--- src/rtl/mem_rd_streamer_if.sv ---
// Command, SRAM read port and output stream of the read-stream engine.
// master = the engine, slave = its environment.
interface mem_rd_streamer_if #(
    parameter int ADDR_W = 16,
    parameter int DATA_W = 32,
    parameter int LEN_W  = 16
);
    logic              start;
    logic [ADDR_W-1:0] base_addr;
    logic [LEN_W-1:0]  len;
    logic              busy;
    logic              done;
    logic              mem_re;
    logic [ADDR_W-1:0] mem_addr;
    logic [DATA_W-1:0] mem_rdata;
    logic              m_valid;
    logic [DATA_W-1:0] m_data;
    logic              m_ready;

    modport master (
        input  start, base_addr, len, mem_rdata, m_ready,
        output busy, done, mem_re, mem_addr, m_valid, m_data
    );

    modport slave (
        output start, base_addr, len, mem_rdata, m_ready,
        input  busy, done, mem_re, mem_addr, m_valid, m_data
    );
endinterface

--- src/rtl/mem_rd_streamer.sv ---
// Issues a contiguous run of SRAM reads and streams the returning words
// out through a credit-protected capture FIFO and a registered output.
module mem_rd_streamer #(
    parameter int ADDR_W     = 16,
    parameter int DATA_W     = 32,
    parameter int LEN_W      = 16,
    parameter int RD_LAT     = 8,
    parameter int FIFO_DEPTH = 16
) (
    input logic              clk,
    input logic              rst,
    mem_rd_streamer_if.master bus
);
    localparam int AW = $clog2(FIFO_DEPTH);
    localparam int CW = $clog2(FIFO_DEPTH + 1);
    localparam int IW = $clog2(RD_LAT + 1);
    localparam int SW = $clog2(FIFO_DEPTH + RD_LAT + 3);

    typedef enum logic [1:0] {IDLE, ISSUE, DRAIN} state_t;

    state_t            state;
    logic              busy_q;
    logic              done_q;
    logic              re_q;
    logic [ADDR_W-1:0] addr_q;
    logic [ADDR_W-1:0] nxt_q;
    logic [LEN_W-1:0]  rem_q;

    logic [RD_LAT-1:0] vp;
    logic [IW-1:0]     inflight;

    logic [DATA_W-1:0] fifo [FIFO_DEPTH];
    logic [AW-1:0]     wr_ptr;
    logic [AW-1:0]     rd_ptr;
    logic [CW-1:0]     cnt;

    logic              ov_q;
    logic [DATA_W-1:0] od_q;

    logic cap;
    logic take;
    logic f_empty;
    logic push;
    logic pop;
    logic credit_ok;
    logic drain_done;

    assign cap = vp[RD_LAT-1];

    always_comb begin
        take    = !ov_q || bus.m_ready;
        f_empty = (cnt == '0);
        pop     = take && !f_empty;
        push    = cap && !(take && f_empty);
        // The read on the port this cycle already owns a slot.
        credit_ok = (SW'(cnt) + SW'(ov_q) + SW'(inflight) + SW'(re_q))
                    < SW'(FIFO_DEPTH + 1);
        drain_done = (inflight == '0) && f_empty && take;
    end

    always_ff @(posedge clk) begin
        if (rst) begin
            state  <= IDLE;
            busy_q <= 1'b0;
            done_q <= 1'b0;
            re_q   <= 1'b0;
            addr_q <= '0;
            nxt_q  <= '0;
            rem_q  <= '0;
        end else begin
            unique case (state)
                IDLE: begin
                    done_q <= 1'b0;
                    if (bus.start) begin
                        if (bus.len != '0) begin
                            state  <= ISSUE;
                            busy_q <= 1'b1;
                            re_q   <= 1'b1;
                            addr_q <= bus.base_addr;
                            nxt_q  <= bus.base_addr + 1'b1;
                            rem_q  <= bus.len - 1'b1;
                        end else begin
                            state  <= DRAIN;
                            done_q <= 1'b1;
                        end
                    end
                end
                ISSUE: begin
                    if (rem_q == '0) begin
                        state <= DRAIN;
                        re_q  <= 1'b0;
                    end else if (credit_ok) begin
                        re_q   <= 1'b1;
                        addr_q <= nxt_q;
                        nxt_q  <= nxt_q + 1'b1;
                        rem_q  <= rem_q - 1'b1;
                    end else begin
                        re_q <= 1'b0;
                    end
                end
                DRAIN: begin
                    // done is raised one edge early so it lines up with
                    // the first cycle in which everything is empty.
                    if (done_q) begin
                        state  <= IDLE;
                        done_q <= 1'b0;
                    end else if (drain_done) begin
                        done_q <= 1'b1;
                        busy_q <= 1'b0;
                    end
                end
                default: state <= IDLE;
            endcase
        end
    end

    always_ff @(posedge clk) begin
        if (rst) begin
            vp       <= '0;
            inflight <= '0;
            wr_ptr   <= '0;
            rd_ptr   <= '0;
            cnt      <= '0;
            ov_q     <= 1'b0;
            od_q     <= '0;
        end else begin
            vp       <= (vp << 1) | RD_LAT'(re_q);
            inflight <= inflight + IW'(re_q) - IW'(cap);
            if (push) wr_ptr <= wr_ptr + 1'b1;
            if (pop)  rd_ptr <= rd_ptr + 1'b1;
            cnt <= cnt + CW'(push) - CW'(pop);
            if (take) begin
                if (!f_empty) begin
                    ov_q <= 1'b1;
                    od_q <= fifo[rd_ptr];
                end else if (cap) begin
                    ov_q <= 1'b1;
                    od_q <= bus.mem_rdata;
                end else begin
                    ov_q <= 1'b0;
                end
            end
            assert (!(push && !pop && cnt == CW'(FIFO_DEPTH)))
            else $error("mem_rd_streamer: capture fifo overflow");
        end
    end

    always_ff @(posedge clk) begin
        if (push) fifo[wr_ptr] <= bus.mem_rdata;
    end

    assign bus.busy     = busy_q;
    assign bus.done     = done_q;
    assign bus.mem_re   = re_q;
    assign bus.mem_addr = addr_q;
    assign bus.m_valid  = ov_q;
    assign bus.m_data   = od_q;
endmodule

--- src/flat_wrapper.sv ---
// flat-port wrapper written by rule: the top's interface ports become plain ports
module mem_rd_streamer_flat 
#(
    parameter int ADDR_W     = 16,
    parameter int DATA_W     = 32,
    parameter int LEN_W      = 16,
    parameter int RD_LAT     = 8,
    parameter int FIFO_DEPTH = 16
)
  (clk, rst, bus_start, bus_base_addr, bus_len, bus_mem_rdata, bus_m_ready, bus_busy, bus_done, bus_mem_re, bus_mem_addr, bus_m_valid, bus_m_data);
  mem_rd_streamer_if #(.ADDR_W(ADDR_W), .DATA_W(DATA_W), .LEN_W(LEN_W)) bus_i ();
  input logic clk;
  input logic rst;
  input wire logic [$bits(bus_i.start)-1:0] bus_start;
  input wire logic [$bits(bus_i.base_addr)-1:0] bus_base_addr;
  input wire logic [$bits(bus_i.len)-1:0] bus_len;
  input wire logic [$bits(bus_i.mem_rdata)-1:0] bus_mem_rdata;
  input wire logic [$bits(bus_i.m_ready)-1:0] bus_m_ready;
  output wire logic [$bits(bus_i.busy)-1:0] bus_busy;
  output wire logic [$bits(bus_i.done)-1:0] bus_done;
  output wire logic [$bits(bus_i.mem_re)-1:0] bus_mem_re;
  output wire logic [$bits(bus_i.mem_addr)-1:0] bus_mem_addr;
  output wire logic [$bits(bus_i.m_valid)-1:0] bus_m_valid;
  output wire logic [$bits(bus_i.m_data)-1:0] bus_m_data;
  assign bus_i.start = bus_start;
  assign bus_i.base_addr = bus_base_addr;
  assign bus_i.len = bus_len;
  assign bus_i.mem_rdata = bus_mem_rdata;
  assign bus_i.m_ready = bus_m_ready;
  assign bus_busy = bus_i.busy;
  assign bus_done = bus_i.done;
  assign bus_mem_re = bus_i.mem_re;
  assign bus_mem_addr = bus_i.mem_addr;
  assign bus_m_valid = bus_i.m_valid;
  assign bus_m_data = bus_i.m_data;
  mem_rd_streamer #(.ADDR_W(ADDR_W), .DATA_W(DATA_W), .LEN_W(LEN_W), .RD_LAT(RD_LAT), .FIFO_DEPTH(FIFO_DEPTH)) u_core (.clk(clk), .rst(rst), .bus(bus_i));
endmodule
--- config.mk ---
export PLATFORM = sky130hd
export DESIGN_NAME = mem_rd_streamer_flat
export DESIGN_NICKNAME = d
export VERILOG_FILES = /design/src/rtl/mem_rd_streamer_if.sv /design/src/rtl/mem_rd_streamer.sv /design/src/flat_wrapper.sv
export SDC_FILE = /design/constraint.sdc
export NUM_CORES = 1
export LEC_CHECK = 0
export BUFFER_PORTS_ARGS = -buffer_cell sky130_fd_sc_hd__buf_2
export CAP_MARGIN = 20
export CORE_MARGIN = 1
export CORE_UTILIZATION = 30
export CTS_CLUSTER_SIZE = 12
export DETAILED_ROUTE_END_ITERATION = 12
export GPL_TIMING_DRIVEN = 1
export PLACE_DENSITY_LB_ADDON = 0.15
export SYNTH_ARGS = -nofsm -noshare
export SYNTH_HDL_FRONTEND = slang
export SYNTH_SLANG_ARGS = --single-unit
--- constraint.sdc ---
create_clock -name clk -period 5.3 [get_ports clk]
set_input_delay 0.53 -clock clk [delete_from_list [all_inputs] [get_ports clk]]
set_output_delay 0.53 -clock clk [all_outputs]
set_load 0.03 [all_outputs]
==> reports/qor.yml, run 1 <==
clock_tree:
  worstSkewPairLatency_ps: 630
  cts_tree: "done"
  clock_sinks: 627
  cts_made_buffers: 73
  cts.path.max_buffers: 3
  htreeDepth: 3
  postCtsResizedCells: 0
  cts_root_buffer: "clkbuf_16"
  clk_pin_slew_ps: 60
  post_cts_buffers: 0
  hold_buffers: 0
floorplanning:
  die-area_mm2: 0.0867
  ioPinCount: 120
  start_util: 0.305
  rows: 106
  core_mm2: 0.0842
  die_y_um: 294
  dieWidth_um: 294
synthesis:
  synth.avg_cell_area_um2: 16.7
  syn-cell-area_mm2: 0.0257
  yosysTopAreaCell: "edfxtp_1"
  ys_ff_latch: 627
  synth-main-ff-cell: "edfxtp_1"
  synth_edf_count: 512
  synth_cells: 1537
  yosys_warnings: 0
  syn_nets: 1634
  async_flop_share: 0
  synth.distinct_cells: 73
  yosysSeqAreaShare: 0.689
  ys_top_cells_by_area: "edfxtp_1 (60%), mux4_2 (14%), dfxtp_1 (9.0%), a21oi_1 (1.5%), nor2_1 (1.4%)"
  synth_top_area_share: 0.599
pwr:
  pwr_density_cell_mw_per_mm2: 489
  ir_drop_v: 0.000242
  cellLeakagePower_nw: 9.90
sta:
  slew_viol_final: 0
  finalSetupViolCount: 0
  worst_slew_pin_slew_ps: 1040
  final_hold_viol_count: 0
  max_freq_mhz: 269
  max_slew_margin: 0.308
  finClkSkew_ps: 26.6
  period_share: 0.702
  finalCriticalPeriod_ps: 3720
  tns_ps: 0
  rsz0062_at_grt: "no"
layout:
  multi_input_area_mm2: 0.00763
  final_cell_area_mm2: 0.0303
  nFillCells: 7968
  drive_above_1_share: 0.270
  area.growth.synth_to_final_pct: 17.9
  nNetsFinal: 1779
  final_cell_mix: "edfxtp_1 (512), mux4_2 (160), buf_2 (118)"
  seqCellArea_mm2: 0.0177
  final_common_cell: "edfxtp_1"
global_route:
  met3_usage: 0.0281
  grt_overflow_total: 0
  antenna_found_initial: 5
  grt_util_met2: 0.271
  grt_max_degree: 72
  grt_pass1_vias: 15100
  grt_pass1_wl_mm: 103
  use_met1: 0.220
  track_usage: 0.163
  top_usage_layer: "met2"
critical_path:
  cp.required_ps: 5810
  cp_max_fo: 31
  cp-start-kind: "register"
  crit_type: "reg -> reg"
  rrSetupSlack_ps: 1580
  critPathArrivalTime_ps: 4230
  critPathCaptureType: "register"
status:
  status: "complete, no violations"
route:
  avgViaCountPerCell: 5.03
  vias: 14500
  drt-initial-drc-count: 850
  wl_mm: 69.9
  ant_nets: 0
  wl_per_cell_um: 24.3
  dr.pass1.iters: 5
  drc_errors: 0
worst_hold_path:
  hp-class: "in -> reg"
placement:
  dpl.hpwl_mm: 42.2
  gp_congestion: 0.777
  io_buffer_count: 119
  place_area_mm2: 0.0278
flow_run:
  cap_violations: 0
==> flip-flops by register name, summed over array words and instances (netlist names), 5 cells and up, named ones only <==
signal / flops
u_core.fifo: 512
u_core.bus.m_data: 32
u_core.bus.mem_addr: 16
u_core.nxt_q: 16
u_core.rem_q: 16
u_core.vp: 8
u_core.cnt: 5
==> metrics by stage <==
stage	std cells	hold slack (ps)	total power (W)	setup slack, ps	util
floorplan	1537	414	0.00861	1190	-
global placement	2739	427	0.00991	1630	0.330
detailed placement	2740	425	0.00992	1580	0.330
CTS	2875	200	0.0150	1540	0.359
global route	2876	236	0.0155	1270	0.359
finish	2877	234	0.0148	1580	0.359
==> kinds of logic after synthesis <==
group           Yosys count  synth area share
flops                   627             0.689
simple gates            325            0.0608
compound gates          227            0.0582
mux                     185             0.151
buf+inv                 126            0.0203
fa+ha+maj                29            0.0153
xor+xnor                 18           0.00614
==> worst paths after layout <==
kind	start	end	cells after the start
max	u_core.bus.mem_re	u_core.bus.mem_addr[7]	11
max reg2reg	u_core.bus.mem_re	u_core.bus.mem_addr[7]	11
min	bus_base_addr[15]	u_core.bus.mem_addr[15]	3
min reg2reg	u_core.vp[0]	u_core.vp[1]	1
==> worst max-delay path: stages (launching register included) <==
cell and delay (ps):
dfxtp_1 350, fa_1 550, ha_1 170, inv_1 60, fa_1 390, nand2b_1 160, a21oi_1 150, xnor2_1 400
a21o_1 210, buf_4 370, nand2_1 460, a311oi_1 340
==> cells in the mapped netlist (19+ instances only) <==
master and count:
nand2_1 85, a31oi_1 20, mux2i_1 19, a211oi_1 43, ha_1 25, nand3_1 26, nor3_1 37, mux4_2 160
inv_1 30, nor2_1 94, clkbuf_1 59, dfxtp_1 115, a21oi_1 76, buf_2 26, edfxtp_1 512
==> power breakdown <==
group,switching [W],internal (W)
Sequential,0.000389,0.00556
Combinational,0.00216,0.00163
Clock,0.00207,0.00300
Total,0.00462,0.0102
==> final cells by class <==
class | count | share of cell area
well taps | 1134 | 0.0469
inverters | 30 | 0.00372
flip-flops and latches | 627 | 0.584
multi-input cells | 784 | 0.252
clock inverters | 37 | 0.0147
clock buffers | 98 | 0.0651
repair buffers | 166 | 0.0331
diodes | 1 | 0.0000827
==> per-layer routing <==
layer / vias up / wire (um) / share of wire
met1: 7619 / 31700 / 0.45
li1: 6456 / - / -
met2: 295 / 34100 / 0.49
met5: - / 42 / 0.00060
met4: 6 / 1310 / 0.019
met3: 104 / 2730 / 0.039
No activity file was read; power rests on OpenSTA's default activity.
==> run 2, diff against run 1 <==
- clock period: 5.3 -> 3.6 ns (I/O delays scaled with it)
==> run 2 against run 1 <==
Compared with the run above: via count grew 2.1%; highest routed layer unchanged; cell area increased by 1.3%; clock skew up 13 ps.
==> reports/qor.yml, run 2 (same netlist as run 1, synthesis figures left out) <==
status:
  status: "complete, no violations"
route:
  wl_mm: 70.3
  vias: 14800
  dr.pass1.iters: 5
  drc_errors: 0
  drt-initial-drc-count: 994
  avgViaCountPerCell: 5.10
  ant_nets: 0
  wl_per_cell_um: 24.2
layout:
  final_common_cell: "edfxtp_1"
  largest_reg_flops: 512
  drive_above_1_share: 0.280
  diodes: 0
  final_cell_mix: "edfxtp_1 (512), mux4_2 (160), buf_2 (118)"
  area.growth.synth_to_final_pct: 19.5
  nFillCells: 7965
  top_register: "u_core.fifo"
  multi_input_area_mm2: 0.00766
  seqCellArea_mm2: 0.0177
  nNetsFinal: 1802
  final_cell_area_mm2: 0.0307
worst_hold_path:
  min_to: "u_core.bus.mem_addr[12]"
  hp-class: "in -> reg"
  min_from: "bus_base_addr[12]"
  whs_path_depth: 3
global_route:
  antenna_found_initial: 7
  grt_overflow_total: 0
  grt_pass1_vias: 15300
  track_usage: 0.164
  grt_max_degree: 58
  grt_pass1_wl_mm: 104
critical_path:
  critPathCaptureType: "register"
  critical-path-slowest-cell: "xnor2_1"
  critPathArrivalTime_ps: 3820
  reg2reg_depth: 11
  cp-start-kind: "register"
  rrSetupSlack_ps: 290
  cpPeakStageDelay_ps: 690
  path_cells: "fa_1 -> ha_1 -> inv_1 -> fa_1 -> nand2b_1 -> a21oi_1 -> xnor2_1 -> a21o_1 -> nand2_1 -> buf_12 -> a311oi_1"
  cp_max_fo: 10
  r2r-start: "u_core.cnt[0]"
  cp.required_ps: 4120
  crit_type: "reg -> reg"
  r2r-end: "u_core.bus.mem_addr[8]"
  crit_path_frequent_cell: "fa_1"
clock_tree:
  clk_pin_slew_ps: 60
  clock_sinks: 627
  cts_root_buffer: "clkbuf_16"
  post_cts_buffers: 0
  htreeDepth: 3
  cts_tree: "done"
  worstSkewPairLatency_ps: 630
  cts_made_buffers: 74
  cts.path.max_buffers: 3
  hold_buffers: 0
  postCtsResizedCells: 0
sta:
  max_freq_mhz: 303
  final_hold_viol_count: 0
  rsz0062_at_grt: "no"
  finalCriticalPeriod_ps: 3310
  worst_slew_pin_slew_ps: 1110
  slew_viol_final: 0
  finClkSkew_ps: 39.9
  period_share: 0.918
  max_slew_margin: 0.259
  tns_ps: 0
  finalSetupViolCount: 0
floorplanning:
  dieWidth_um: 294
  die_y_um: 294
  ioPinCount: 120
  die-area_mm2: 0.0867
  core_mm2: 0.0842
  start_util: 0.305
  rows: 106
pwr:
  ir_drop_v: 0.000375
  cellLeakagePower_nw: 10.1
  pwr_density_cell_mw_per_mm2: 721
flow_run:
  cap_violations: 0
placement:
  dpl.hpwl_mm: 40.3
  gp_congestion: 0.791
  place_area_mm2: 0.0282
  io_buffer_count: 119
-- run 2: changes by cell type in the layout (fill, tap and decap cells not counted), sizes merged --
cell,delta
inv,-3
clkbuf,+1
diode,-1
buf,+22
bufinv,-1
clkinv,+4
-- run 2: layer usage --
metal	vias up	global-route usage	routed length, um	share of wire
li1	6500	-	-	-
met4	10	0.0431	1440	0.021
met1	7798	0.223	31500	0.45
met2	365	0.272	34400	0.49
met3	117	0.0274	2920	0.042
met5	-	0	55	0.00078
-- run 2: cell type report --
class / count / area share
clock inverters: 37 / 0.0145
flip-flops and latches: 627 / 0.577
multi-input cells: 784 / 0.250
clock buffers: 99 / 0.0671
well taps: 1134 / 0.0463
inverters: 30 / 0.00367
repair buffers: 188 / 0.0421
-- run 2: how the worst max path moves through the flow --
| stage | start | to | slack, ps | cells after the start |
|---|---|---|---|---|
| after global routing | u_core.cnt[0] | u_core.bus.mem_addr[3] | 90 | 11 |
| after detailed placement | u_core.cnt[0] | u_core.bus.mem_addr[8] | 320 | 11 |
| after floorplan | u_core.cnt[2] | u_core.fifo[15][0] | 350 | 8 |
| after CTS | u_core.cnt[0] | u_core.bus.mem_addr[8] | 300 | 11 |
| after global placement | u_core.cnt[0] | u_core.nxt_q[4] | 350 | 10 |
| final | u_core.cnt[0] | u_core.bus.mem_addr[8] | 290 | 11 |
-- run 2: worst max-delay path: cells and delay by family, from the launching register on --
kind	cells	cell delay, ps
adder cells (fa/ha/maj)	3	870
XOR/XNOR	1	690
AO/OA/AOI/OAI	3	570
flip-flops	1	420
buffers and inverters	2	340
AND/OR/NAND/NOR	2	320
-- run 2: power by group --
| group | switching [W] | internal [W] | total [W] |
|---|---|---|---|
| logic | 0.00335 | 0.00257 | 0.00592 |
| clock network | 0.00305 | 0.00450 | 0.00756 |
| registers | 0.000434 | 0.00819 | 0.00862 |
| total | 0.00684 | 0.0153 | 0.0221 |
-- run 2: stage by stage --
stage          cells  worst slack, ps   util  hold slack, ps  power (W)
2_1_floorplan   1537              349      -             414     0.0127
3_3_place_gp    2763              347  0.334             422     0.0148
3_5_place_dp    2763              321  0.334             424     0.0148
4_1_cts         2899              304  0.364            29.3     0.0225
5_1_grt         2899             85.2  0.364            66.2     0.0232
6_report        2899              294  0.364            69.4     0.0221
==> run 3, diff against run 2 <==
- ABC_AREA: not set -> 1
==> run 3 against run 2 <==
Compared with the run above: critical path depth grew 3; via count grew 28%; sequential share of layout area shrank 2.0 points; clock power shrank 7.5%; highest routed layer is now met4.
==> reports/qor.yml, run 3 <==
status:
  status: "complete, no violations"
layout:
  top_register: "u_core.fifo"
  multi_input_area_mm2: 0.00764
  nNetsFinal: 2865
  nFillCells: 9094
  final_common_cell: "edfxtp_1"
  largest_reg_flops: 512
  final_cell_mix: "edfxtp_1 (512), nand2_1 (448), inv_1 (364)"
  final_cell_area_mm2: 0.0318
  seqCellArea_mm2: 0.0177
  diodes: 0
  drive_above_1_share: 0.122
  area.growth.synth_to_final_pct: 16.4
sta:
  finalCriticalPeriod_ps: 3020
  period_share: 0.838
  max_freq_mhz: 332
  finClkSkew_ps: 35.1
  rsz0062_at_grt: "no"
  worst_slew_pin_slew_ps: 1130
  slew_viol_final: 0
  tns_ps: 0
  finalSetupViolCount: 0
  max_slew_margin: 0.249
  final_hold_viol_count: 0
synthesis:
  async_flop_share: 0
  yosys_warnings: 0
  synth_most_common_cell: "edfxtp_1"
  ys_ff_latch: 627
  synth-main-ff-cell: "edfxtp_1"
  yosysSeqAreaShare: 0.648
  synth.distinct_cells: 37
  synth.avg_cell_area_um2: 10.3
  synthTopCellsByCount: "edfxtp_1 (512), nand2_1 (448), inv_1 (366)"
  synth_top_area_share: 0.563
  synth_edf_count: 512
  synth_cells: 2657
  syn_nets: 2754
  ys_top_cells_by_area: "edfxtp_1 (56%), dfxtp_1 (8.4%), nand2_1 (6.2%), inv_1 (5.0%), nand3_1 (4.7%)"
  syn-cell-area_mm2: 0.0273
  yosysTopAreaCell: "edfxtp_1"
clock_tree:
  cts_root_buffer: "clkbuf_16"
  cts_tree: "done"
  cts.path.max_buffers: 3
  cts_made_buffers: 74
  clk_pin_slew_ps: 60
  worstSkewPairLatency_ps: 630
  post_cts_buffers: 0
  postCtsResizedCells: 0
  htreeDepth: 3
  hold_buffers: 0
  clock_sinks: 627
critical_path:
  critPathArrivalTime_ps: 3530
  critPathCaptureType: "register"
  critical-path-slowest-cell: "fa_1"
  reg2reg_depth: 14
  cp-start-kind: "register"
  cpPeakStageDelay_ps: 550
  cp.required_ps: 4120
  rrSetupSlack_ps: 580
  crit_type: "reg -> reg"
  cp_max_fo: 21
  path_cells: "fa_1 -> ha_1 -> inv_1 -> fa_1 -> nand3b_1 -> a21oi_1 -> nor2_1 -> nand2_1 -> nand2_2 -> inv_2 -> buf_4 -> nand3_1 -> nand2_1 -> inv_1"
placement:
  io_buffer_count: 119
  place_area_mm2: 0.0295
  gp_congestion: 0.825
  dpl.hpwl_mm: 44.0
global_route:
  grt_pass1_wl_mm: 115
  track_usage: 0.163
  antenna_found_initial: 2
  grt_max_degree: 77
  grt_overflow_total: 0
  grt_pass1_vias: 18700
pwr:
  clockPowerShare: 0.325
  p_int_w: 0.0141
  pwr_density_cell_mw_per_mm2: 676
  finalPower_w: 0.0215
  p_switching_w: 0.00734
  power.share.sequential: 0.401
  ir_drop_v: 0.000415
  p_sw_frac: 0.342
  comb_power_share: 0.274
  cellLeakagePower_nw: 12.2
worst_hold_path:
  whs_path_depth: 5
  hp-class: "in -> reg"
floorplanning:
  rows: 110
  dieWidth_um: 304
  ioPinCount: 120
  die_y_um: 304
  core_mm2: 0.0900
  die-area_mm2: 0.0922
  start_util: 0.303
route:
  wl_per_cell_um: 19.0
  vias: 18900
  dr.pass1.iters: 5
  drc_errors: 0
  ant_nets: 0
  drt-initial-drc-count: 1332
  wl_mm: 75.9
  avgViaCountPerCell: 4.73
flow_run:
  cap_violations: 0
-- run 3: cell count changes after synthesis, sizes merged, moves of 16 or more --
cell | previous run | this run
nand2 | 86 | 463
inv | 30 | 375
nand3 | 26 | 260
o21ai | 22 | 207
mux4 | 160 | 0
a21oi | 76 | 216
o211ai | 6 | 128
nor2 | 95 | 174
buf | 37 | 81
a211oi | 43 | 2
nor3 | 37 | 3
mux2i | 20 | 0
a31oi | 20 | 1
nor2b | 16 | 0
-- run 3: path summary, 6_finish.rpt --
path,to,startpoint
max,u_core.nxt_q[15],u_core.bus.mem_re
min,u_core.bus.busy,bus_start
max reg2reg,u_core.nxt_q[15],u_core.bus.mem_re
min reg2reg,u_core.vp[7],u_core.vp[6]
-- run 3: cells by family (layout without fill, tap and decap cells) --
family,count (synthesis),count (layout),share of synthesized area
AO/OA/AOI/OAI,555,555,0.114
XOR/XNOR,10,10,0.00321
adder cells (fa/ha/maj),29,29,0.0144
buffers and inverters,524,690,0.0769
flip-flops,627,627,0.648
AND/OR/NAND/NOR,912,912,0.144
-- run 3: cell type report --
cell class | instances | share of cell area
flip-flops and latches | 627 | 0.557
clock inverters | 26 | 0.00622
multi-input cells | 1506 | 0.241
well taps | 1176 | 0.0463
clock buffers | 105 | 0.0639
repair buffers | 184 | 0.0416
inverters | 375 | 0.0444
-- run 3: per-stage QoR --
step / utilization / setup WS, ps / hold WS (ps) / std cells
2_1_floorplan: - / 590 / 388 / 2657
3_3_place_gp: 0.328 / 595 / 393 / 3868
3_5_place_dp: 0.328 / 585 / 396 / 3868
4_1_cts: 0.353 / 568 / 61.2 / 3999
5_1_grt: 0.353 / 303 / 100 / 3999
6_report: 0.353 / 584 / 94.0 / 3999
-- run 3: critical path: cells and delay by family, from the launching register on --
family	cells	cell delay [ps]
fa+ha+maj	3	1110
simple gates	6	730
flops	1	330
compound gates	1	150
buf+inv	4	610
-- run 3: metal layers --
layer  vias up  global-route usage  share of wire
met1      9188               0.219           0.46
met4         0              0.0498          0.021
li1       9293                   -              -
met3        93              0.0222          0.038
met2       354               0.273           0.48
met5         -                   0              0
-- run 3: power groups by stage --
stage | combinational [W] | sequential [W] | clock (W)
floorplan | 0.00396 | 0.00892 | 0
CTS | 0.00596 | 0.00863 | 0.00719
global route | 0.00666 | 0.00869 | 0.00746
finish | 0.00587 | 0.00861 | 0.00699
detailed placement | 0.00594 | 0.00877 | 0
global placement | 0.00588 | 0.00877 | 0
